<file path="src/rtl/arm_data_mem_ctrl_if.sv">
// Core-side data port bundle for arm_data_mem_ctrl: request fields from the core,
// completion pulse, status and read data back from the controller.
interface arm_data_mem_ctrl_if;
    logic        req;
    logic        we;
    logic        byte_en;
    logic [31:0] addr;
    logic [31:0] wdata;
    logic [31:0] rdata;
    logic        ready;
    logic        err;
    logic        busy;

    modport master (
        output req, we, byte_en, addr, wdata,
        input  rdata, ready, err, busy
    );

    modport slave (
        input  req, we, byte_en, addr, wdata,
        output rdata, ready, err, busy
    );
endinterface

</file>
<file path="src/rtl/arm_data_mem_ctrl.sv">
// Multi-cycle data memory controller for the ARMV4 core: RAM with byte/word access,
// configurable wait states, an LED register and a free-running cycle counter.
module arm_data_mem_ctrl #(
    parameter int unsigned DEPTH_WORDS = 64,
    parameter int unsigned WAIT_STATES = 2,
    parameter int unsigned LED_W       = 8,
    parameter logic [31:0] MMIO_BASE   = 32'h0000_F000
) (
    input  logic               clk,
    input  logic               reset,
    arm_data_mem_ctrl_if.slave bus,
    output logic [LED_W-1:0]   led_out
);
    localparam int unsigned AW        = $clog2(DEPTH_WORDS);
    localparam logic [31:0] RAM_BYTES = 32'(DEPTH_WORDS * 4);
    localparam logic [31:0] LED_ADDR  = MMIO_BASE;
    localparam logic [31:0] CNT_ADDR  = MMIO_BASE + 32'd4;
    localparam logic [3:0]  WAIT_INIT = 4'(WAIT_STATES);

    typedef enum logic [1:0] {IDLE, WAIT, DONE} state_t;

    state_t        state;
    logic [3:0]    wait_cnt;
    logic          we_q;
    logic          byte_q;
    logic [31:0]   addr_q;
    logic [31:0]   wdata_q;
    logic [31:0]   cycle_cnt;
    logic [31:0]   mem [DEPTH_WORDS];

    logic [AW-1:0]    word_idx;
    logic             hit_ram;
    logic             hit_led;
    logic             hit_cnt;
    logic             illegal;
    logic             ram_we;
    logic [31:0]      ram_word;
    logic [31:0]      src_word;
    logic [31:0]      shifted;
    logic [31:0]      rd_value;
    logic [31:0]      ram_wdata;
    logic [31:0]      led_ext;
    logic [LED_W-1:0] led_next;

    // Decode works only on the latched request, so bus changes mid-access are invisible.
    always_comb begin
        word_idx = addr_q[AW+1:2];
        hit_ram  = addr_q < RAM_BYTES;
        hit_led  = addr_q == LED_ADDR;
        hit_cnt  = addr_q == CNT_ADDR;
        illegal  = (!byte_q && addr_q[1:0] != 2'b00)
                 || !(hit_ram || hit_led || hit_cnt)
                 || (hit_cnt && we_q);
        ram_word = mem[word_idx];
        led_ext  = 32'(led_out);
        if (hit_ram)
            src_word = ram_word;
        else if (hit_led)
            src_word = led_ext;
        else
            src_word = cycle_cnt;
        shifted  = src_word >> {addr_q[1:0], 3'b000};
        rd_value = byte_q ? (shifted & 32'h0000_00FF) : src_word;
        ram_wdata = byte_q ? ram_word : wdata_q;
        if (byte_q)
            ram_wdata[{addr_q[1:0], 3'b000} +: 8] = wdata_q[7:0];
        led_next = byte_q ? LED_W'((led_ext & ~32'h0000_00FF) | 32'(wdata_q[7:0]))
                          : wdata_q[LED_W-1:0];
        ram_we   = (state == DONE) && we_q && hit_ram && !illegal && !reset;
    end

    always_ff @(posedge clk) begin
        if (reset) begin
            state     <= IDLE;
            wait_cnt  <= '0;
            we_q      <= 1'b0;
            byte_q    <= 1'b0;
            addr_q    <= '0;
            wdata_q   <= '0;
            bus.ready <= 1'b0;
            bus.err   <= 1'b0;
            bus.busy  <= 1'b0;
            bus.rdata <= '0;
            led_out   <= '0;
        end else begin
            case (state)
                // busy still high here means this is the ready cycle, where req is ignored
                IDLE: begin
                    bus.ready <= 1'b0;
                    bus.err   <= 1'b0;
                    bus.busy  <= bus.req && !bus.busy;
                    if (bus.req && !bus.busy) begin
                        we_q     <= bus.we;
                        byte_q   <= bus.byte_en;
                        addr_q   <= bus.addr;
                        wdata_q  <= bus.wdata;
                        wait_cnt <= WAIT_INIT;
                        state    <= (WAIT_STATES == 0) ? DONE : WAIT;
                    end
                end
                WAIT: begin
                    wait_cnt <= wait_cnt - 4'd1;
                    if (wait_cnt <= 4'd1)
                        state <= DONE;
                end
                DONE: begin
                    bus.ready <= 1'b1;
                    bus.err   <= illegal;
                    if (illegal)
                        bus.rdata <= '0;
                    else if (!we_q)
                        bus.rdata <= rd_value;
                    if (we_q && hit_led && !illegal)
                        led_out <= led_next;
                    state <= IDLE;
                end
                default: state <= IDLE;
            endcase
        end
    end

    always_ff @(posedge clk) begin
        if (ram_we)
            mem[word_idx] <= ram_wdata;
    end

    always_ff @(posedge clk) begin
        if (reset)
            cycle_cnt <= '0;
        else
            cycle_cnt <= cycle_cnt + 32'd1;
    end
endmodule

</file>
<file path="src/flat_wrapper.sv">
// flat-port wrapper written by rule: the top's interface ports become plain ports
module arm_data_mem_ctrl_flat 
#(
    parameter int unsigned DEPTH_WORDS = 64,
    parameter int unsigned WAIT_STATES = 2,
    parameter int unsigned LED_W       = 8,
    parameter logic [31:0] MMIO_BASE   = 32'h0000_F000
)
  (clk, reset, led_out, bus_req, bus_we, bus_byte_en, bus_addr, bus_wdata, bus_rdata, bus_ready, bus_err, bus_busy);
  arm_data_mem_ctrl_if bus_i ();
  input  logic clk;
  input  logic reset;
  output logic [LED_W-1:0] led_out;
  input wire logic [$bits(bus_i.req)-1:0] bus_req;
  input wire logic [$bits(bus_i.we)-1:0] bus_we;
  input wire logic [$bits(bus_i.byte_en)-1:0] bus_byte_en;
  input wire logic [$bits(bus_i.addr)-1:0] bus_addr;
  input wire logic [$bits(bus_i.wdata)-1:0] bus_wdata;
  output wire logic [$bits(bus_i.rdata)-1:0] bus_rdata;
  output wire logic [$bits(bus_i.ready)-1:0] bus_ready;
  output wire logic [$bits(bus_i.err)-1:0] bus_err;
  output wire logic [$bits(bus_i.busy)-1:0] bus_busy;
  assign bus_i.req = bus_req;
  assign bus_i.we = bus_we;
  assign bus_i.byte_en = bus_byte_en;
  assign bus_i.addr = bus_addr;
  assign bus_i.wdata = bus_wdata;
  assign bus_rdata = bus_i.rdata;
  assign bus_ready = bus_i.ready;
  assign bus_err = bus_i.err;
  assign bus_busy = bus_i.busy;
  arm_data_mem_ctrl #(.DEPTH_WORDS(DEPTH_WORDS), .WAIT_STATES(WAIT_STATES), .LED_W(LED_W), .MMIO_BASE(MMIO_BASE)) u_core (.clk(clk), .reset(reset), .bus(bus_i), .led_out(led_out));
endmodule
</file>
<file path="config.mk">
export PLATFORM = sky130hd
export DESIGN_NAME = arm_data_mem_ctrl_flat
export DESIGN_NICKNAME = d
export VERILOG_FILES = /design/src/rtl/arm_data_mem_ctrl_if.sv /design/src/rtl/arm_data_mem_ctrl.sv /design/src/flat_wrapper.sv
export SDC_FILE = /design/constraint.sdc
export NUM_CORES = 2
export LEC_CHECK = 0
export BUFFER_PORTS_ARGS = -buffer_cell sky130_fd_sc_hd__clkbuf_2
export CAP_MARGIN = 0
export CELL_PAD_IN_SITES_DETAIL_PLACEMENT = 2
export CELL_PAD_IN_SITES_GLOBAL_PLACEMENT = 2
export CORE_UTILIZATION = 33
export CTS_CLUSTER_SIZE = 24
export DETAILED_ROUTE_END_ITERATION = 16
export HOLD_SLACK_MARGIN = 0.08
export PLACE_DENSITY_LB_ADDON = 0.3
export REMOVE_ABC_BUFFERS = 1
export SYNTH_ARGS = -nofsm -noshare
export SYNTH_HDL_FRONTEND = slang
export SYNTH_SLANG_ARGS = --single-unit
</file>
<file path="constraint.sdc">
create_clock -name clk -period 9.4 [get_ports clk]
set_clock_uncertainty 0.1 [all_clocks]
set_input_delay 1.88 -clock clk [delete_from_list [all_inputs] [get_ports clk]]
set_output_delay 1.88 -clock clk [all_outputs]
set_load 0.02 [all_outputs]
</file>
==> impl_metrics.py <==
metrics = {
    "clock_tree": {
        "cts_hold_buf": 0,
        "cts_buffers": 228,
        "cts_resized": 0,
        "clk_latency_ns": 0.89,
        "cts-root-buf": "clkbuf_16",
        "cts_setup_buffers": 0,
        "clock_path_buffers": 3,
        "clkSlewWorstSetupHoldPaths_ns": 0.06,
        "cts_tree": "built",
        "htreeDepth": 4,
        "clkSinkCount": 2201,
    },
    "worst_setup_path": {
        "worstSetupEndpointType": "flip-flop",
        "critPathLaunchType": "flip-flop",
        "path_class": "reg2reg",
        "path_cells": "buf_12, inv_1, buf_4, mux2i_1, o21ai_0, nand2_1, and4_1, nor2_1, a21oi_1, a21oi_4, buf_4",
        "cpPeakStageDelay_ns": 1.01,
        "required_ns": 9.88,
        "cp_max_fo": 60,
        "cpMaxStageDelayCell": "o21ai_0",
        "cp.arrival_ns": 6.44,
        "crit_top_cell": "buf_4",
    },
    "timing": {
        "setup_tns_ns": 0,
        "fin_ws_ns": 3.43,
        "slew_headroom": 0.0995,
        "fin_crit_ns": 5.97,
        "tightest_slew_ns": 1.35,
        "rsz0062_at_grt": "false",
        "drv_slew": 0,
        "max_freq_mhz": 168,
        "setup_viol_count_final": 0,
        "finalCritPeriodShare": 0.635,
        "finalHoldViolCount": 0,
    },
    "logic_synthesis": {
        "netlist_area_um2": 85800,
        "synth_adder_area_share": 0.00102,
        "synth-simple-area-share": 0.0358,
        "synthMuxAreaShare": 0.151,
        "async_reset_ff_frac": 0,
        "synth_ff_type": "edfxtp_1",
        "synth_top_family_by_area": "multiplexers",
        "synth_seq_area_share": 0.752,
        "synth-xor-area-share": 0.00255,
        "yosys_warnings": 0,
        "syn_inst": 4345,
        "synth.distinct_cells": 81,
        "synth_seq_cells": 2201,
        "synth_edf_count": 2048,
        "synth_compound_area_frac": 0.0395,
        "synth_area_per_cell_um2": 19.7,
    },
    "cells_and_area": {
        "area_delta_synth_final_pct": 15.5,
        "final_cell_mix": "2048 x edfxtp_1, 488 x mux4_2, 240 x nand2_1",
        "final_common_cell": "edfxtp_1",
        "layout-drive-gt1-share": 0.260,
        "nets": 4695,
        "final_util": 0.385,
    },
    "power": {
        "finalPower_mw": 22.4,
        "peakVddDrop_mv": 0.201,
        "leakage_nw": 30.5,
        "p_per_area_nw_per_um2": 226,
    },
    "global_route": {
        "antenna_found_initial": 19,
        "gr-usage-all-layers": 0.222,
        "grt_max_degree": 104,
        "grt_pass1_wl_um": 406000,
        "overflow": 0,
        "grt_pass1_vias": 49700,
    },
    "floorplanning": {
        "start_util": 0.333,
        "die_area_um2": 262000,
        "die_w_um": 512,
        "io_pins": 112,
        "die_y_um": 512,
        "num_rows": 186,
        "core_area_um2": 258000,
    },
    "placed_design": {
        "hpwl_um": 173000,
        "gp_congestion": 0.837,
        "io_buffers": 111,
        "dp_slack_ns": 3.36,
    },
    "hold_path": {
        "min_path_type": "reg2reg",
    },
    "detailed_routing": {
        "vias": 46400,
        "drtIter0Drc": 5260,
        "ant_nets": 0,
        "dr.pass1.iters": 5,
        "viasPerCell": 5.66,
        "finalWirelength_um": 294000,
        "wl_per_cell_um": 35.9,
        "drc": 0,
    },
    "outcome": {
        "status": "completed",
    },
    "run": {
        "maxCapViolCount": 0,
    },
}
==> routing by layer <==
metal,global-route usage,vias up,wire length (µm)
met5,0,-,27
met4,0.0757,4,9880
met3,0.0341,389,18800
met2,0.370,1795,144000
met1,0.296,25700,122000
li1,-,18500,-
==> stage by stage <==
stage | hold slack (ns) | cell area [µm²] | instances
final | 0.357 | 99100 | 8191
after floorplan | 0.326 | 84400 | 4092
after detailed placement | 0.352 | 91700 | 7773
after CTS | 0.360 | 99100 | 8187
after global placement | 0.342 | 91600 | 7771
after global routing | 0.382 | 99100 | 8189
==> worst max-delay path: cells and delay by family (launching register included) <==
kind,cells,cell delay [ns]
compound gates,3,2.07
buf+inv,4,1.67
flops,1,0.69
mux,1,0.20
simple gates,3,0.75
==> sequential cells by signal, indices dropped and copies added (netlist names), 2 cells and up, named ones only <==
register and count:
u_core.mem 2048, u_core.addr_q 32, u_core.bus.rdata 32, u_core.cycle_cnt 32, u_core.wdata_q 32, u_core.led_out 8
u_core.wait_cnt 4, u_core.state 2
==> final timing paths <==
kind / startpoint / end / slack, ns / cells past startpoint
max: flip-flop / u_core.mem[3][29] / 3.43 / 11
min reg2reg: u_core.addr_q[25] / u_core.addr_q[25] / 0.36 / 2
max reg2reg: flip-flop / u_core.mem[3][29] / 3.43 / 11
min: u_core.addr_q[25] / u_core.addr_q[25] / 0.36 / 2
==> power breakdown <==
group	total [mW]	internal, mW	switching (mW)
Clock	9.19	5.26	3.93
Sequential	11.1	11.0	0.0715
Combinational	2.17	0.611	1.56
==> cell usage after synthesis, types with 15 or more instances <==
cell type     n  area share
clkbuf_1     98      0.0043
edfxtp_1   2048        0.72
o21ai_0      79      0.0046
and3_1       15      0.0011
nor3_1       30      0.0017
nand2b_1     19      0.0014
a21oi_1     167      0.0097
a22oi_1      73      0.0064
nor2b_1      28      0.0020
a2111oi_0    15      0.0015
buf_2        71      0.0041
nor2_1      212      0.0093
buf_1        18     0.00079
buf_4        36      0.0031
dfxtp_1     153       0.036
mux2_2       22      0.0029
a221oi_1     43      0.0044
buf_6        24      0.0031
nand2_1     240       0.010
mux2i_1     142       0.017
nand4_1      16      0.0012
xor2_1       19      0.0019
mux4_2      488        0.13
nand3_1      29      0.0017
==> cells by family (layout without fill, tap and decap cells) <==
group           Yosys count  in the layout
simple gates            670            670
mux                     664            664
other cells               0              4
flops                  2201           2201
xor+xnor                 25             25
compound gates          509            509
fa+ha+maj                 7              7
buf+inv                 269            727
==> layout make-up <==
type	instances	area [µm²]
diodes	4	10.0
clock buffers	286	5980
clock inverters	128	1450
fillers	24500	159000
inverters	16	65.1
multi-input cells	1875	20700
flip-flops and latches	2201	64600
well taps	3384	4230
repair buffers	297	2100
(Power assumes the default switching activity.)
